==> config.mk <==
export PLATFORM = sky130hd
export DESIGN_NAME = ft_recovery_unit_flat
export DESIGN_NICKNAME = d
export VERILOG_FILES = /design/src/rtl/ft_recovery_unit_if.sv /design/src/rtl/ft_recovery_unit.sv /design/src/flat_wrapper.sv
export SDC_FILE = /design/constraint.sdc
export NUM_CORES = 1
export LEC_CHECK = 0
export CAP_MARGIN = 20
export CORE_ASPECT_RATIO = 0.7
export CORE_MARGIN = 2
export CORE_UTILIZATION = 29
export DETAILED_ROUTE_END_ITERATION = 7
export HOLD_SLACK_MARGIN = 0.03
export SLEW_MARGIN = 20
export SYNTH_ARGS = -nofsm -noshare
export SYNTH_HDL_FRONTEND = slang
export SYNTH_SLANG_ARGS = --single-unit
==> constraint.sdc <==
create_clock -name clk_i -period 2.3 [get_ports clk_i]
set_input_delay 0.46 -clock clk_i [delete_from_list [all_inputs] [get_ports clk_i]]
set_output_delay 0.46 -clock clk_i [all_outputs]
set_load 0.02 [all_outputs]
==> src/rtl/ft_recovery_unit_if.sv <==
// rtl/ft_recovery_unit_if.sv - safe-memory read port (req/gnt/rvalid) between ft_recovery_unit and ft_memory
// Purpose : bundles the checkpoint read channel so the recovery unit and the memory
//           model/controller share one definition of the handshake.
// Signals : data_req_o, data_addr_o       driven by the recovery unit (master)
//           data_gnt_i, data_rvalid_i,
//           data_err_i, data_rdata_i      driven by the safe memory (slave)
interface ft_recovery_unit_if #(
   parameter int DATA_WIDTH = 32
) ();
   logic                  data_req_o;
   logic [31:0]           data_addr_o;
   logic                  data_gnt_i;
   logic                  data_rvalid_i;
   logic                  data_err_i;
   logic [DATA_WIDTH-1:0] data_rdata_i;

   modport master (
      output data_req_o,
      output data_addr_o,
      input  data_gnt_i,
      input  data_rvalid_i,
      input  data_err_i,
      input  data_rdata_i
   );

   modport slave (
      input  data_req_o,
      input  data_addr_o,
      output data_gnt_i,
      output data_rvalid_i,
      output data_err_i,
      output data_rdata_i
   );
endinterface

==> src/rtl/ft_recovery_unit.sv <==
// rtl/ft_recovery_unit.sv - replays a checkpoint (x1..x(NUM_REGS-1), then PC) from safe memory into both cores
// Purpose : on recover_i, reads each checkpointed GPR and finally the PC word over the
//           req/gnt/rvalid port, issues one register-file write per GPR, one PC load,
//           then pulses done_o. A read error parks the unit in ERROR with err_o sticky.
// Ports   : clk_i, rst_ni (synchronous, active-low), recover_i
//           mem        ft_recovery_unit_if.master - checkpoint read channel
//           rf_we_o, rf_addr_o, rf_wdata_o        - GPR restore write
//           pc_load_o, pc_o                       - PC restore
//           busy_o, done_o, err_o                 - status
// Option  : FT_RECOVERY_TIMEOUT_EN adds a watchdog of TIMEOUT cycles on gnt (REQ) and
//           rvalid (WAIT) that sends the unit to ERROR; without it REQ/WAIT wait forever.
module ft_recovery_unit #(
   parameter int ADDR_WIDTH = 5,
   parameter int DATA_WIDTH = 32,
   parameter int NUM_REGS   = 32,
   parameter int PC_BYTE    = 128,
   parameter int TIMEOUT    = 16
) (
   input  logic                  clk_i,
   input  logic                  rst_ni,
   input  logic                  recover_i,
   ft_recovery_unit_if.master    mem,
   output logic                  rf_we_o,
   output logic [ADDR_WIDTH-1:0] rf_addr_o,
   output logic [DATA_WIDTH-1:0] rf_wdata_o,
   output logic                  pc_load_o,
   output logic [DATA_WIDTH-1:0] pc_o,
   output logic                  busy_o,
   output logic                  done_o,
   output logic                  err_o
);
   localparam int IDX_W = $clog2(NUM_REGS) + 1;

   typedef enum logic [2:0] {
      S_IDLE,
      S_REQ,
      S_WAIT,
      S_WRITE,
      S_DONE,
      S_ERROR
   } state_t;

   state_t                state_q, state_d;
   logic [IDX_W-1:0]      idx_q;
   logic [ADDR_WIDTH-1:0] rf_addr_q;
   logic [DATA_WIDTH-1:0] rf_wdata_q;
   logic [DATA_WIDTH-1:0] pc_q;
   logic                  err_q;
   logic                  idx_is_gpr;
   logic                  timed_out;

   // idx walks 1..NUM_REGS; the final value addresses the PC word instead of a GPR.
   assign idx_is_gpr = (idx_q < IDX_W'(NUM_REGS));

`ifdef FT_RECOVERY_TIMEOUT_EN
   localparam int CNT_W = $clog2(TIMEOUT + 1);
   logic [CNT_W-1:0] wd_cnt_q;

   // Counts cycles already spent in the current REQ/WAIT; on the TIMEOUT-th cycle
   // without the awaited event the FSM leaves for ERROR.
   assign timed_out = (wd_cnt_q == CNT_W'(TIMEOUT - 1));

   always_ff @(posedge clk_i) begin
      if (!rst_ni) begin
         wd_cnt_q <= '0;
      end else if (state_d != state_q) begin
         wd_cnt_q <= '0;
      end else if (state_q == S_REQ || state_q == S_WAIT) begin
         wd_cnt_q <= wd_cnt_q + CNT_W'(1);
      end
   end
`else
   // TIMEOUT only matters when the watchdog is built in.
   logic unused_timeout;
   assign unused_timeout = (TIMEOUT > 0);
   assign timed_out      = 1'b0;
`endif

   always_ff @(posedge clk_i) begin
      if (!rst_ni) begin
         state_q <= S_IDLE;
      end else begin
         state_q <= state_d;
      end
   end

   always_comb begin
      state_d         = state_q;
      mem.data_req_o  = 1'b0;
      mem.data_addr_o = '0;
      rf_we_o         = 1'b0;
      pc_load_o       = 1'b0;
      done_o          = 1'b0;
      busy_o          = 1'b1;

      case (state_q)
         S_IDLE: begin
            busy_o = 1'b0;
            if (recover_i) state_d = S_REQ;
         end
         S_REQ: begin
            mem.data_req_o  = 1'b1;
            mem.data_addr_o = idx_is_gpr ? (32'(idx_q) << 2) : 32'(PC_BYTE);
            // rvalid is deliberately not looked at here: data may only follow gnt.
            if (mem.data_gnt_i)  state_d = S_WAIT;
            else if (timed_out)  state_d = S_ERROR;
         end
         S_WAIT: begin
            if (mem.data_rvalid_i) state_d = mem.data_err_i ? S_ERROR : S_WRITE;
            else if (timed_out)    state_d = S_ERROR;
         end
         S_WRITE: begin
            rf_we_o   = idx_is_gpr;
            pc_load_o = ~idx_is_gpr;
            state_d   = idx_is_gpr ? S_REQ : S_DONE;
         end
         S_DONE: begin
            done_o  = 1'b1;
            state_d = S_IDLE;
         end
         S_ERROR: begin
            busy_o = 1'b0;
            if (recover_i) state_d = S_REQ;
         end
         default: begin
            state_d = S_IDLE;
         end
      endcase
   end

   // Restore data is captured straight into the output holding registers on the
   // accepting rvalid, so it is already stable during the WRITE strobe and keeps
   // its value afterwards.
   always_ff @(posedge clk_i) begin
      if (!rst_ni) begin
         idx_q      <= IDX_W'(1);
         rf_addr_q  <= '0;
         rf_wdata_q <= '0;
         pc_q       <= '0;
         err_q      <= 1'b0;
      end else begin
         if ((state_q == S_IDLE || state_q == S_ERROR) && recover_i) begin
            idx_q <= IDX_W'(1);
            err_q <= 1'b0;
         end
         if (state_q == S_WAIT && state_d == S_WRITE) begin
            if (idx_is_gpr) begin
               rf_addr_q  <= idx_q[ADDR_WIDTH-1:0];
               rf_wdata_q <= mem.data_rdata_i;
            end else begin
               pc_q <= mem.data_rdata_i;
            end
         end
         if (state_q == S_WRITE && idx_is_gpr) begin
            idx_q <= idx_q + IDX_W'(1);
         end
         if (state_q != S_ERROR && state_d == S_ERROR) begin
            err_q <= 1'b1;
         end
      end
   end

   assign rf_addr_o  = rf_addr_q;
   assign rf_wdata_o = rf_wdata_q;
   assign pc_o       = pc_q;
   assign err_o      = err_q;
endmodule
==> src/flat_wrapper.sv <==
// flat-port wrapper written by rule: the top's interface ports become plain ports
module ft_recovery_unit_flat 
#(
   parameter int ADDR_WIDTH = 5,
   parameter int DATA_WIDTH = 32,
   parameter int NUM_REGS   = 32,
   parameter int PC_BYTE    = 128,
   parameter int TIMEOUT    = 16
)
  (clk_i, rst_ni, recover_i, rf_we_o, rf_addr_o, rf_wdata_o, pc_load_o, pc_o, busy_o, done_o, err_o, mem_data_req_o, mem_data_addr_o, mem_data_gnt_i, mem_data_rvalid_i, mem_data_err_i, mem_data_rdata_i);
  ft_recovery_unit_if #(.DATA_WIDTH(DATA_WIDTH)) mem_i ();
  input  logic clk_i;
  input  logic rst_ni;
  input  logic recover_i;
  output logic rf_we_o;
  output logic [ADDR_WIDTH-1:0] rf_addr_o;
  output logic [DATA_WIDTH-1:0] rf_wdata_o;
  output logic pc_load_o;
  output logic [DATA_WIDTH-1:0] pc_o;
  output logic busy_o;
  output logic done_o;
  output logic err_o;
  output wire logic [$bits(mem_i.data_req_o)-1:0] mem_data_req_o;
  output wire logic [$bits(mem_i.data_addr_o)-1:0] mem_data_addr_o;
  input wire logic [$bits(mem_i.data_gnt_i)-1:0] mem_data_gnt_i;
  input wire logic [$bits(mem_i.data_rvalid_i)-1:0] mem_data_rvalid_i;
  input wire logic [$bits(mem_i.data_err_i)-1:0] mem_data_err_i;
  input wire logic [$bits(mem_i.data_rdata_i)-1:0] mem_data_rdata_i;
  assign mem_data_req_o = mem_i.data_req_o;
  assign mem_data_addr_o = mem_i.data_addr_o;
  assign mem_i.data_gnt_i = mem_data_gnt_i;
  assign mem_i.data_rvalid_i = mem_data_rvalid_i;
  assign mem_i.data_err_i = mem_data_err_i;
  assign mem_i.data_rdata_i = mem_data_rdata_i;
  ft_recovery_unit #(.ADDR_WIDTH(ADDR_WIDTH), .DATA_WIDTH(DATA_WIDTH), .NUM_REGS(NUM_REGS), .PC_BYTE(PC_BYTE), .TIMEOUT(TIMEOUT)) u_core (.clk_i(clk_i), .rst_ni(rst_ni), .recover_i(recover_i), .mem(mem_i), .rf_we_o(rf_we_o), .rf_addr_o(rf_addr_o), .rf_wdata_o(rf_wdata_o), .pc_load_o(pc_load_o), .pc_o(pc_o), .busy_o(busy_o), .done_o(done_o), .err_o(err_o));
endmodule
---- Word level (Yosys, flattened, before mapping) ----
Cells that the tools add are included.
storage, ports and cells
  latch bits .............................. 0
  memories kept ........................... 0
  word-level logic and storage cells ...... 45
  ROM bits ................................ 0
  input port bits ......................... 38
  register bits after elaboration ......... 79
  output and inout port bits .............. 107
  RAM bits ................................ 0
cells by class
  equality and inequality tests ........... 8
  mux-type cells .......................... 17
  shifts and indexed selects .............. 0
  $lt $le $gt $ge ......................... 1
  reductions and logical operators ........ 11
  div/mod/pow operators ................... 0
  multipliers ............................. 0
  $add $sub $neg .......................... 1
  bitwise operators ....................... 1
operator list
  cell                                            number
  two-way mux 32 bit                              1
  two-way mux 3 bit                               5
  two-way mux 6 bit                               2
  one-hot mux 3 bit (4 select lines)              1
  == test 3 x 2 -> 1 bit (second input constant)  3
  == test 3 bit (second input constant)           3
  two-way mux 8 bit                               1
  two-way mux 1 bit                               7
  adder 6 x 1 -> 6 bit (second input constant)    1
  < comparator 6 bit (second input constant)      1
  logical AND 1 bit                               4
  AND reduction 2 bit                             2
  nonzero test 2 bit                              2
  == test 3 x 1 -> 1 bit (second input constant)  1
  zero test 3 bit                                 1
  inequality test 3 bit (second input constant)   1
  OR reduction 2 bit                              1
  logical OR 1 bit                                1
  NOT 1 bit                                       1

---- Logic depth before layout (Yosys ltp) ----
Gate-level depths: netlist of the first run.
  word-level depth ........................ 6
  depth in mapped cells ................... 6

---- Least setup slack after synthesis of the first run ----
OpenSTA, ideal clock, no wires.
  kind .................................... reg-to-output
  start point ............................. reg u_core.state_q[1]
  end point ............................... out mem_data_addr_o[7]
  cell stages (with the launch flop) ...... 5
  data required time ...................... 1840 ps
  arrival ................................. 1533 ps
  path buffers ............................ 2
  path slack .............................. 307 ps
  path through ............................ dfxtp_1 > buf_2 > clkbuf_1 > nor3b_1 > and2_1
on the way
  cells in the longest elaborated chain, start to end .. 2
RTL lines
  item                      line                    RTL
  start: declaration        ft_recovery_unit.sv:43  state_t state_q, state_d;
  start signal: assignment  ft_recovery_unit.sv:83  state_q <= state_d;
  == test 3 x 1 -> 1 bit    ft_recovery_unit.sv:96  case (state_q)
  two-way mux 32 bit        ft_recovery_unit.sv:96
  end: declaration          flat_wrapper.sv:24      output wire logic [$bits(mem_i.data_addr_o)-1:0] mem_data_addr_o;
Every way passes these cells.

---- Worst setup path after layout of the first run ----
  start point ............................. reg u_core.state_q[1]
  end point ............................... out pc_load_o
on the way
  cells in the longest elaborated chain, start to end .. 2
RTL lines
  item                    line                    RTL
  == test 3 x 2 -> 1 bit  ft_recovery_unit.sv:96
  two-way mux 1 bit       ft_recovery_unit.sv:96
  end: declaration        flat_wrapper.sv:18      output logic pc_load_o;
Every way passes these cells.

==> results by group, run 1 <==
Clock tree
  • CTS tree: done
  • Postcts setup bufs: 0
  • TritonCTS buffer count: 9
  • TritonCTS Sinks: 79
  • CTS Root Cell: clkbuf_16
  • Clk slew on worst S/H paths: 0.06 ns
  • Clk_lat worst skew: 0.33 ns
  • CTS max path bufs: 2
  • H-tree depth: 3
  • Cts hold-fix bufs: 0

STA
  • Slew @ Worst Pin: 0.516 ns
  • Fin Clk Skew: 0.00516 ns
  • Fmax: 447 MHz
  • Setup TNS: 0 ns
  • Fin crit share: 97.2%
  • Final count of negative-setup-slack endpoints: 0
  • Final hold vios: 0
  • Final min period: 2.24 ns
  • Slew Limit Fails: 0
  • Unrepaired setup endpoints after global routing: false
  • Hold Slack: 0.476 ns
  • Rel. slew slack: 65.5%

Min path
  • Hold Crit Class: flop to flop

Finish
  • Commonest non-fill, non-tap cell in the layout: clkdlybuf4s50_1
  • Post-layout util: 42.1%
  • Layout cells sized above 1: 8.41%
  • Area Overhead vs Synth: 43.0%
  • Nets@finish: 558
  • Filler Cells Inserted: 1209
  • # diodes: 0
  • Design area: 5200 um2
  • Most frequent cells in the layout: clkdlybuf4s50_1, dfxtp_1, nand3_1

Synthesis
  • Syn Inst Count: 419
  • Async set-reset flop share out of synthesis: 0%
  • Post-synthesis mux area share: 0.620%
  • Sequential area share after synthesis: 43.5%
  • Xor and xnor fraction of the mapped netlist area: 0.241%
  • Simple-Gate Fraction of Synth Area: 16.5%
  • Top post-synthesis cells by area: dfxtp_1, a21boi_0, nand3_1, o21ai_0, buf_4
  • EDFF count, synth: 0
  • Yosys warns: 0
  • Syn avg cell area: 8.67 um2
  • Post-Syn Area: 3630 um2
  • Synth top area share: 43.5%
  • Post-synth cell types: 42
  • Largest family of logic cells by synthesized area: compound AO/OA/AOI/OAI gates
  • Post-synth top flop: dfxtp_1
  • Area share of fa/ha/maj cells after synthesis: 0.344%
  • Compound-Gate Fraction of Synth Area: 27.3%
  • Seq cells post-synth: 79
  • Yosys top cell by area: dfxtp_1

Setup path
  • Max FO, Critical Path: 9
  • CP arrival: 1.78 ns
  • Crit end category: output pin
  • WS Path Type: flop to output pin
  • Worst Path Required: 1.84 ns
  • Setup crit start kind: flop

Place
  • Routability Congestion: 0.779
  • IO buf count: 118
  • Placed Area: 4880 um2
  • Dpl hpwl: 7260 um

Pwr
  • Power Total: 0.00315 W
  • Peak VDD IR: 367 uV
  • Power Dens Cells: 607 nW/um2
  • Static leakage: 1.82 nW

GRT
  • Initial antenna violation count: 0
  • Pin count of the biggest net entering global routing: 70
  • First-pass GRT wire length: 16800 um
  • Total track usage: 15.8%
  • Aggregate global routing overflow: 0
  • Number of global-route vias before repair: 3271

Die
  • Full die area: 13500 um2
  • Die Ht: 97.7 um
  • I/O Pins: 145
  • CORE AREA: 12300 um2
  • Die width: 138 um
  • Row cnt: 34
  • Starting Density: 29.5%

Drt
  • Routed wire length: 10700 um
  • DR vias: 3413
  • DRT Pass-1 Iters: 5
  • Final routed DRC violation total: 0
  • DRT iter0 DRCs: 168
  • Routed Antenna Nets: 0
  • Drt wl/cell: 15.7 um
  • Vias per cell: 4.98

Job
  • Max-cap violations: 0

Run status
  • Status: finished clean
[worst paths after layout]
kind | startpoint | endpoint | slack [ns] | cells past startpoint
worst max-delay path | u_core.state_q[1] | pc_load_o | 0.06 | 4
worst min-delay path | u_core.rf_wdata_o[25] | u_core.rf_wdata_o[25] | 0.48 | 2
worst max register to register | u_core.state_q[2] | u_core.pc_o[19] | 0.51 | 5
worst min register to register | u_core.rf_wdata_o[25] | u_core.rf_wdata_o[25] | 0.48 | 2
[area by class of cell]
class                   instances  area, um2  area share (%)
multi-input cells             291       1770            34.0
flip-flops and latches         79       1590            30.6
clock buffers                  11        233            4.48
clock inverters                 4       47.5           0.915
inverters                       5       18.8           0.361
repair buffers                133       1340            25.8
well taps                     162        203            3.90
[sequential cells by signal, indices dropped and copies added (netlist names)]
name	cells
u_core.err_o	1
u_core.idx_q	6
u_core.pc_o	32
u_core.rf_addr_o	5
u_core.rf_wdata_o	32
u_core.state_q	3
[synthesized netlist by cell type (all sizes together) (2+ instances only)]
| library cell | number |
|---|---|
| dfxtp | 79 |
| and2 | 7 |
| nor4 | 2 |
| nand2 | 2 |
| nor2 | 2 |
| nand3 | 70 |
| inv | 5 |
| nand2b | 5 |
| clkbuf | 23 |
| o21ai | 76 |
| a21boi | 72 |
| nand4 | 2 |
| buf | 46 |
| and3 | 3 |
| a21oi | 2 |
| nor3b | 3 |
[per-stage QoR]
step / worst slack [ns] / std cells
floorplan: 0.307 / 444
global placement: 0.155 / 670
detailed placement: 0.0508 / 670
CTS: 0.00706 / 685
global route: 0.00644 / 685
finish: 0.0640 / 685
[power breakdown]
group | switching [W] | total [W] | internal, W
sequential | 0.0000184 | 0.00140 | 0.00138
combinational | 0.000223 | 0.000382 | 0.000159
clock | 0.000541 | 0.00137 | 0.000831
[cell families after synthesis]
family	Yosys count
AOI/OAI and AO/OA	157
and+or+nand+nor	105
DFF	79
buffers and inverters	74
adders and majority gates	1
other	1
xor gates and xnor gates	1
muxes	1
[what timing repair did]
action / CTS / global route
resized for setup: 7 / 7
endpoints found under the setup margin: 9 / 5
pin swaps: 0 / 0
[per-layer routing]
layer | wire, um | global-route usage (%) | part of all wire, % | vias up
met5 | 0 | 0 | 0 | -
met4 | 58 | 4.40 | 0.54 | 0
met3 | 840 | 4.28 | 7.8 | 6
met2 | 4640 | 23.4 | 43 | 132
met1 | 5180 | 22.4 | 48 | 1643
li1 | - | - | - | 1632
[worst max-delay path, cell delays in order, from the launching register on]
cell,delay (ns)
dfxtp_2,0.46
buf_4,0.18
nand2_1,0.07
nor2_1,0.12
clkdlybuf4s50_1,0.61
Note: power is estimated with default switching activity, not from simulation.
==> inputs of run 2 (changes only) <==
- CTS_CLUSTER_SIZE: not set -> 40
==> results of run 2 <==
No change in the layout: final DEF, timing and power equal those of run 1.
